<file path="src/rtl/ct_spsram_acc_ctrl.sv">
// Access controller for a single-port SRAM macro: zero-fills the array after
// reset, then turns a valid/ready request stream into SRAM pin activity and
// returns read data in order through a credit-limited response FIFO.
module ct_spsram_acc_ctrl #(
   parameter int unsigned ADDR_WIDTH = 9,
   parameter int unsigned DATA_WIDTH = 144,
   parameter int unsigned RD_LAT     = 1
) (
   input  logic                  forever_cpuclk,
   input  logic                  cpurst_b,
   output logic                  init_done,
   input  logic                  req_vld,
   output logic                  req_rdy,
   input  logic                  req_wr,
   input  logic [ADDR_WIDTH-1:0] req_addr,
   input  logic [DATA_WIDTH-1:0] req_wdata,
   input  logic [DATA_WIDTH-1:0] req_wmask,
   output logic                  rsp_vld,
   input  logic                  rsp_rdy,
   output logic [DATA_WIDTH-1:0] rsp_rdata,
   output logic [ADDR_WIDTH-1:0] sram_a,
   output logic                  sram_cen,
   output logic                  sram_gwen,
   output logic [DATA_WIDTH-1:0] sram_wen,
   output logic [DATA_WIDTH-1:0] sram_d,
   input  logic [DATA_WIDTH-1:0] sram_q
);

   // One FIFO slot per cycle of read latency plus one, so a stalled consumer
   // never loses data that is already in flight.
   localparam int unsigned DEPTH = RD_LAT + 1;
   localparam int unsigned CW    = $clog2(DEPTH + 1);
   localparam int unsigned PW    = $clog2(DEPTH);

   typedef enum logic [0:0] {StInit, StRun} state_e;

   state_e                state_q, state_d;
   logic [ADDR_WIDTH-1:0] cnt_q, cnt_d;
   logic [CW-1:0]         ocnt_q, ocnt_d;
   logic [CW-1:0]         fcnt_q, fcnt_d;
   logic [RD_LAT-1:0]     rvld_q, rvld_d;
   logic [PW-1:0]         wptr_q, wptr_d;
   logic [PW-1:0]         rptr_q, rptr_d;
   logic [DATA_WIDTH-1:0] fifo_mem [DEPTH];
   logic                  access;
   logic                  rd_acc;
   logic                  push;
   logic                  pop;
   logic                  full;

   // State register and sweep address counter
   always_ff @(posedge forever_cpuclk) begin
      if (!cpurst_b) begin
         state_q <= StInit;
         cnt_q   <= '0;
      end else begin
         state_q <= state_d;
         cnt_q   <= cnt_d;
      end
   end

   // Next state: sweep every address once, then run
   always_comb begin
      state_d = state_q;
      cnt_d   = cnt_q;
      if (state_q == StInit) begin
         cnt_d = cnt_q + ADDR_WIDTH'(1);
         if (&cnt_q) begin
            state_d = StRun;
         end
      end
   end

   // Response side: FIFO head, pop handshake and push from the latency pipe
   always_comb begin
      rsp_vld   = (fcnt_q != '0);
      pop       = rsp_vld & rsp_rdy;
      rsp_rdata = rsp_vld ? fifo_mem[rptr_q] : '0;
      push      = rvld_q[RD_LAT-1];
      full      = (fcnt_q == CW'(DEPTH));
   end

   // Outputs: request handshake and SRAM pins; sweep writes are gated by reset
   always_comb begin
      init_done = (state_q == StRun);
      // A pop frees a credit in the same cycle, so ready may rise combinationally.
      req_rdy   = cpurst_b & init_done & ((ocnt_q < CW'(DEPTH)) | pop);
      access    = req_vld & req_rdy;
      rd_acc    = access & ~req_wr;
      if (state_q == StInit) begin
         sram_a    = cnt_q;
         sram_d    = '0;
         sram_cen  = ~cpurst_b;
         sram_gwen = ~cpurst_b;
         sram_wen  = {DATA_WIDTH{~cpurst_b}};
      end else begin
         sram_a    = req_addr;
         sram_d    = req_wdata;
         sram_cen  = ~access;
         sram_gwen = ~(access & req_wr);
         sram_wen  = (access & req_wr) ? ~req_wmask : '1;
      end
   end

   // Next values for the read tag pipe, credit counter and FIFO pointers
   always_comb begin
      rvld_d[0] = rd_acc;
      for (int i = 1; i < RD_LAT; i++) begin
         rvld_d[i] = rvld_q[i-1];
      end
      ocnt_d = ocnt_q + CW'(rd_acc) - CW'(pop);
      fcnt_d = fcnt_q + CW'(push) - CW'(pop);
      wptr_d = wptr_q;
      rptr_d = rptr_q;
      if (push) begin
         wptr_d = (wptr_q == PW'(DEPTH - 1)) ? '0 : wptr_q + PW'(1);
      end
      if (pop) begin
         rptr_d = (rptr_q == PW'(DEPTH - 1)) ? '0 : rptr_q + PW'(1);
      end
   end

   // Read pipeline control state; reset drops everything in flight
   always_ff @(posedge forever_cpuclk) begin
      if (!cpurst_b) begin
         rvld_q <= '0;
         ocnt_q <= '0;
         fcnt_q <= '0;
         wptr_q <= '0;
         rptr_q <= '0;
      end else begin
         rvld_q <= rvld_d;
         ocnt_q <= ocnt_d;
         fcnt_q <= fcnt_d;
         wptr_q <= wptr_d;
         rptr_q <= rptr_d;
      end
   end

   // FIFO storage captures sram_q only in the cycle the read tag exits
   always_ff @(posedge forever_cpuclk) begin
      if (push) begin
         fifo_mem[wptr_q] <= sram_q;
      end
   end

   // Credits must make overflow impossible
   assert property (@(posedge forever_cpuclk) disable iff (!cpurst_b) !(push && full && !pop));

endmodule

</file>
<file path="config.mk">
export PLATFORM = sky130hd
export DESIGN_NAME = ct_spsram_acc_ctrl
export DESIGN_NICKNAME = d
export VERILOG_FILES = /design/src/rtl/ct_spsram_acc_ctrl.sv
export SDC_FILE = /design/constraint.sdc
export NUM_CORES = 1
export LEC_CHECK = 0
export BUFFER_PORTS_ARGS = -buffer_cell sky130_fd_sc_hd__buf_2
export CAP_MARGIN = 20
export CORE_AREA = 2 2 344 346
export DETAILED_ROUTE_END_ITERATION = 7
export DIE_AREA = 0 0 346 348
export SLEW_MARGIN = 20
export SYNTH_ARGS = -nofsm -noshare
export SYNTH_HDL_FRONTEND = slang
export SYNTH_SLANG_ARGS = --single-unit
</file>
<file path="constraint.sdc">
create_clock -name forever_cpuclk -period 9.7 [get_ports forever_cpuclk]
set_input_delay 1.94 -clock forever_cpuclk [delete_from_list [all_inputs] [get_ports forever_cpuclk]]
set_output_delay 1.94 -clock forever_cpuclk [all_outputs]
set_load 0.01 [all_outputs]
</file>
==> qor.txt, run 1 <==
run status: completed
number of global-route vias before repair: 11.7k
Placed Cells: 3401
CP startpoint kind: input port
most frequent cell after synthesis: edfxtp_1
critical-path cell list: buf_2 > clkinv_1 > a2111oi_4 > buf_4 > buf_16 > buf_4 > a21oi_1 > buf_2
Yosys warning count: 0
Net Count, Synth: 1495
final setup vio count: 0
Initial Utilization: 11.5%
I/O Pins: 892
layout filler cell count: 13.1k
Fin. Hold Viols: 0
TritonCTS Buffers: 39
DRT Wirelength: 80800 um
slack of the critical path: 3190 ps
Core Footprint: 117000 um2
Hold Path Stages: 2
worst slew pin tran: 1170 ps
Remaining DRCs: 0
Worst-Skew Late Latency: 570 ps
R2R depth: 3
Final Skew: 16.0 ps
register area share after synthesis: 66.7%
Detail Placement HPWL: 67100 um
P&R area growth vs syn: 56.9%
crit share post-route: 67.1%
Netlist cell types: 26
largest net degree at the start of global routing: 145
Chip Height: 348 um
Post-Layout Cell Count: 3479
area occupied by multi-input gates: 4170 um2
Reg2Reg Setup Slack: 6720 ps
pwr dens: 209 nW/um2
DIE WIDTH: 346 um
Rel. slew slack: 22.0%
die area: 120000 um2
Iter 0 DRT Violations: 705
drt first pass iters: 5
CP max stage cell: buf_4
H-tree lvl count: 2
Clock Sinks: 306
Max Slew Vio Count: 0
layout cell share with drive strength beyond 1: 50.5%
Critical Path RT: 7760 ps
Hold WC Path Type: reg -> reg
worst reg2reg path endpoint: fifo_mem[1][141]
Clock Pin Slew Worst Setup and Hold Paths: 50 ps
Nets: 2359
vias: 12.0k
min Tclk post-route: 6510 ps
Remaining Overflow, GRT: 0
global-route usage over all layers: 12.8%
routed length per instance: 23.2 um
synthesized flop and latch total: 306
initial antenna violation count: 47
EDFF count, synth: 288
WHS: 506 ps
CTS tree: yes
dominant cells by area after synthesis: edfxtp_1, mux2i_1, and2_1, a21oi_1, nor2_1
Cell Area, Synth: 13500 um2
Post-synth top cells: edfxtp_1, nor2_1, a21oi_1, and2_1, mux2i_1
dpl ws: 2950 ps
ys flop type: edfxtp_1
Max Clk Rate: 154 MHz
unrepaired setup endpoints after global routing: no
antenna viol nets, final: 0
IO Port Bufs: 891
WS Path Type: in -> out
maximum VDD drop: 0.000194 V
Rows: 126
setup tns final: 0 ps
area leader, netlist: edfxtp_1
Storage cell area: 9020 um2
Root Driver: clkbuf_16
Hold-fix buffers, CTS: 0
DR vias/cell: 3.46
Worst Path Arrival: 4570 ps
reg2reg start: wptr_q
async set-reset flop share out of synthesis: 0%
Min-Delay Startpoint: rptr_q
Hold EP: rptr_q
setup repair bufs after CTS: 0
post-synth top area share: 64.1%
cts repair resizes: 0
crit end category: output port
Max-Cap Viols: 0
CP max FO: 74
GP Congestion: 1.03
clk buf depth: 3
first-pass GRT wire length: 105000 um
Util after Layout: 18.1%
Syn Area/Cell: 12.9 um2
slowest stage delay, CP: 540 ps
P_leak: 8.95 nW
cell count after synthesis: 1043
## worst max-delay path, delay by kind of cell
family                 cells  cell delay, ps
AO/OA/AOI/OAI              2             550
buffers and inverters      6            1960
## worst max path at each step
stage,to,cells past startpoint,startpoint
finish,sram_wen[17],8,cpurst_b
global placement,sram_wen[53],7,cpurst_b
detailed placement,sram_wen[46],7,cpurst_b
global route,sram_wen[59],8,cpurst_b
floorplan,fifo_mem[0][0],2,push
CTS,sram_wen[46],7,cpurst_b
## cell families (layout without fill, tap and decap cells)
| family | count (synthesis) | after routing | synth area share (%) |
|---|---|---|---|
| DFF | 306 | 306 | 66.7 |
| AOI/OAI and AO/OA | 154 | 154 | 5.88 |
| other | 0 | 6 | 0 |
| adders and majority gates | 6 | 6 | 0.556 |
| buffers and inverters | 88 | 982 | 2.56 |
| xor gates and xnor gates | 10 | 10 | 0.649 |
| and+or+nand+nor | 324 | 324 | 12.0 |
| muxes | 155 | 155 | 11.6 |
## routing by layer
layer	wire [um]	global-route usage [%]	share of wire [%]
met5	126	0	0.16
met4	2040	3.52	2.5
met3	11700	7.77	14
met2	32900	18.2	41
met1	34100	16.1	42
## through the flow
stage	power (mW)	area, um2
2_1_floorplan	2.17	13500
3_3_place_gp	2.91	19700
3_5_place_dp	2.91	19700
4_1_cts	4.51	21100
5_1_grt	4.66	21200
6_report	4.43	21200
## report_power, final
group | internal (mW) | switching [mW] | total (mW)
clock | 1.00 | 0.578 | 1.58
combinational | 0.476 | 0.874 | 1.35
sequential | 1.45 | 0.0410 | 1.50
## state kept, by name, summed over array words and instances, names as in the netlist, named ones only
signal / cells
push: 1
init_done: 1
cnt_q: 9
ocnt_q: 2
wptr_q: 1
fifo_mem: 288
fcnt_q: 2
rptr_q: 1
## final cells by class
| class | count | share of cell area (%) |
|---|---|---|
| inverters | 7 | 0.124 |
| flip-flops and latches | 306 | 42.6 |
| diodes | 6 | 0.0709 |
| multi-input cells | 649 | 19.7 |
| clock buffers | 49 | 5.08 |
| clock inverters | 22 | 1.56 |
| well taps | 1536 | 9.08 |
| repair buffers | 904 | 21.8 |
## cell usage in the layout (no fill, tap or decap), types with 2 or more instances in the layout
cell	synthesis	layout
nor2_1	162	159
clkbuf_1	57	6
clkbuf_16	0	41
o21ai_0	3	3
nand3_1	2	2
xnor2_1	4	4
dfxtp_4	0	2
nor2b_1	2	2
or3_1	3	3
dfxtp_1	18	16
nand4_1	2	2
buf_4	0	9
bufinv_16	0	8
clkinv_1	1	7
and2_1	148	147
nand4b_1	2	2
nor2_4	0	3
clkinvlp_4	0	3
mux2i_1	146	146
inv_1	6	6
buf_16	0	2
diode_2	0	6
buf_2	12	891
xor2_1	6	6
a21oi_1	149	149
buf_12	0	2
clkbuf_8	0	2
mux2_2	9	9
ha_1	6	6
clkinv_2	0	2
edfxtp_1	288	288
(Power assumes the default switching activity.)
==> inputs of run 2 (changes only) <==
ABC_AREA = 1   (was unset)
clock period = 6.2 ns   (was 9.7 ns; I/O delays follow)
==> run 2 against run 1 <==
  * Cell area grew 4.9%
  * Count of clock-buffer cells in the layout shrank 4
  * Largest power group is now registers
  * Global-route usage grew 1.5 points
  * Via count grew 24%
  * Final cell count grew 14%
  * Clock skew grew 12 ps
  * Sequential power grew 53%
  * Non-clock buffer count grew 1
  * Largest cell class unchanged
  * Worst hold slack lost 50 ps
  * Wire length grew 14%
  * Total power grew 23%
  * Flip-flop and latch count is the same
  * Critical path type is now reg -> out
==> qor.txt, run 2 <==
H-tree lvl count: 2 (unchanged)
pwr dens: 245 nW/um2 (+17%)
min Tclk post-route: 4270 ps
area leader, netlist: edfxtp_1
vias: 14.9k (+24%)
maximum VDD drop: 0.000239 V (+23%)
P&R area growth vs syn: 46.0%
layout cell share with drive strength beyond 1: 44.9% (-5.7 points)
synthesized flop and latch total: 306 (unchanged)
Hold WC Path Type: reg -> reg
run status: completed
Clock Sinks: 306 (unchanged)
Post-Layout Cell Count: 3952 (+14%)
Largest Register: fifo_mem
CTS tree: yes
DR vias/cell: 3.78 (+9.3%)
Nets: 2830 (+20%)
sequential power share: 42.1% (+8.3 points)
Remaining Overflow, GRT: 0 (unchanged)
dominant cells by area after synthesis: edfxtp_1, nand2_1, a21oi_1, nand4_1, inv_1
CP startpoint kind: register
clk buf depth: 3 (unchanged)
Chip Height: 348 um (unchanged)
Initial Utilization: 13.0% (+1.5 points)
max reg flops: 288 (unchanged)
first-pass GRT wire length: 119000 um (+13%)
number of global-route vias before repair: 14.1k (+20%)
Iter 0 DRT Violations: 1187 (+68%)
crit share post-route: 68.9%
layout filler cell count: 13.1k (+0.51%)
I/O Pins: 892 (unchanged)
Net Count, Synth: 2018 (+35%)
GP Congestion: 1.01 (-1.8%)
worst slew pin tran: 1170 ps (+4.56 ps)
Max Slew Vio Count: 0 (unchanged)
WHS: 456 ps (-49.8 ps)
TritonCTS Buffers: 36 (-7.7%)
internal power: 3.87 mW (+32%)
die area: 120000 um2 (unchanged)
antenna viol nets, final: 0 (unchanged)
setup repair bufs after CTS: 0 (unchanged)
Max Clk Rate: 234 MHz
Cell Area, Synth: 15200 um2 (+13%)
Rows: 126 (unchanged)
Post-synth top cells: nand2_1, edfxtp_1, inv_1, a21oi_1, nand4_1
CP max FO: 94 (+27%)
routed length per instance: 23.2 um (about the same)
Power, Total: 5.45 mW (+23%)
Critical Path RT: 4960 ps (-2800 ps)
Clock Power Share: 38.8% (+3.1 points)
initial antenna violation count: 26 (-45%)
setup tns final: 0 ps (unchanged)
Comb power frac: 19.1% (-11 points)
leading cell type in the layout, fill and taps excluded: buf_2
dpl ws: 2050 ps (-900 ps)
Worst Path Arrival: 3030 ps (-1540 ps)
drt first pass iters: 5 (unchanged)
cell count after synthesis: 1566 (+50%)
Syn Area/Cell: 9.71 um2 (-25%)
slack of the critical path: 1930 ps (-1270 ps)
P_leak: 10.7 nW (+20%)
most frequent cell after synthesis: nand2_1
Rel. slew slack: 21.7% (-0.30 points)
largest net degree at the start of global routing: 145 (unchanged)
Fin. Hold Viols: 0 (unchanged)
Final Skew: 28.3 ps (+12.3 ps)
Hold-fix buffers, CTS: 0 (unchanged)
top flop regs: fifo_mem (288), cnt_q (9)
Clock Pin Slew Worst Setup and Hold Paths: 50 ps (about the same)
crit end category: output port
Root Driver: clkbuf_16
Remaining DRCs: 0 (unchanged)
IO Port Bufs: 891 (unchanged)
Yosys warning count: 0 (unchanged)
Detail Placement HPWL: 74100 um (+10%)
final setup vio count: 0 (unchanged)
unrepaired setup endpoints after global routing: no
register area share after synthesis: 59.2% (-7.5 points)
Net Switching: 1.58 mW (+6.0%)
most frequent cells in the layout: buf_2, nand2_1, edfxtp_1, inv_1, a21oi_1
async set-reset flop share out of synthesis: 0% (unchanged)
DRT Wirelength: 91800 um (+14%)
WS Path Type: reg -> out
DIE WIDTH: 346 um (unchanged)
Netlist cell types: 29 (+12%)
Core Footprint: 117000 um2 (unchanged)
post-synth top area share: 56.9% (-7.2 points)
global-route usage over all layers: 14.3% (+1.5 points)
Max-Cap Viols: 0 (unchanged)
Worst-Skew Late Latency: 560 ps (about the same)
EDFF count, synth: 288 (unchanged)
cts repair resizes: 0 (unchanged)
Placed Cells: 3875 (+14%)
switching fraction of total power: 29.1% (-4.7 points)
ys flop type: edfxtp_1
-- run 2: changes by cell type in the layout (fill, tap and decap cells not counted), moves of 88 or more --
cell	change
or2_2	+88
mux2i_1	-146
nor2_1	-142
nand2_1	+466
and2_1	-147
inv_1	+159
nand4_1	+118
-- run 2: final timing paths --
| path | from | end | slack, ps | cells after the start |
|---|---|---|---|---|
| max | init_done | sram_wen[90] | 1930 | 5 |
| min | rptr_q | rptr_q | 460 | 1 |
| max reg2reg | push | fifo_mem[1][11] | 3700 | 3 |
| min reg2reg | rptr_q | rptr_q | 460 | 1 |
-- run 2: logic make-up after synthesis --
family,share of synthesized area (%)
AOI/OAI and AO/OA,5.42
xor gates and xnor gates,0.115
adders and majority gates,0.493
buffers and inverters,9.36
DFF,59.2
and+or+nand+nor,25.4
-- run 2: area by class of cell --
type                       count  area (um2)  share of cell area (%)
clock buffer                  45         956                    4.30
clock inverter                20         213                   0.958
antenna                       11        27.5                   0.124
sequential                   306        9020                    40.6
tap                         1536        1920                    8.65
timing repair buffer         905        4620                    20.8
multi-input combinational    961        4810                    21.7
inverter                     168         641                    2.88
-- run 2: per-stage QoR --
| step | area [um2] | util, % |
|---|---|---|
| 2_1_floorplan | 15200 | - |
| 3_3_place_gp | 21000 | 17.9 |
| 3_5_place_dp | 21000 | 17.9 |
| 4_1_cts | 22200 | 18.9 |
| 5_1_grt | 22200 | 19.0 |
| 6_report | 22200 | 19.0 |
-- run 2: routing by layer --
layer	share of wire [%]	global-route usage [%]	wire length (um)	vias to the layer above
li1	-	-	-	6854
met1	35	14.8	32200	7139
met3	8.4	4.60	7680	148
met4	6.3	8.20	5780	14
met2	50	25.5	46000	778
met5	0.084	0	77	-
-- run 2: critical path: stages (launching register included) --
cell     delay, ps
dfxtp_4        490
inv_4          610
buf_4          550
or2_2          400
nand4_2        130
buf_2          190
-- run 2: power by group through the flow --
stage / Clock [mW] / Combinational, mW / Sequential, mW
after floorplan: 0 / 0.492 / 2.32
after global placement: 0 / 1.04 / 2.34
after detailed placement: 0 / 1.05 / 2.34
after CTS: 2.19 / 1.05 / 2.30
after global routing: 2.26 / 1.14 / 2.30
final: 2.11 / 1.04 / 2.30
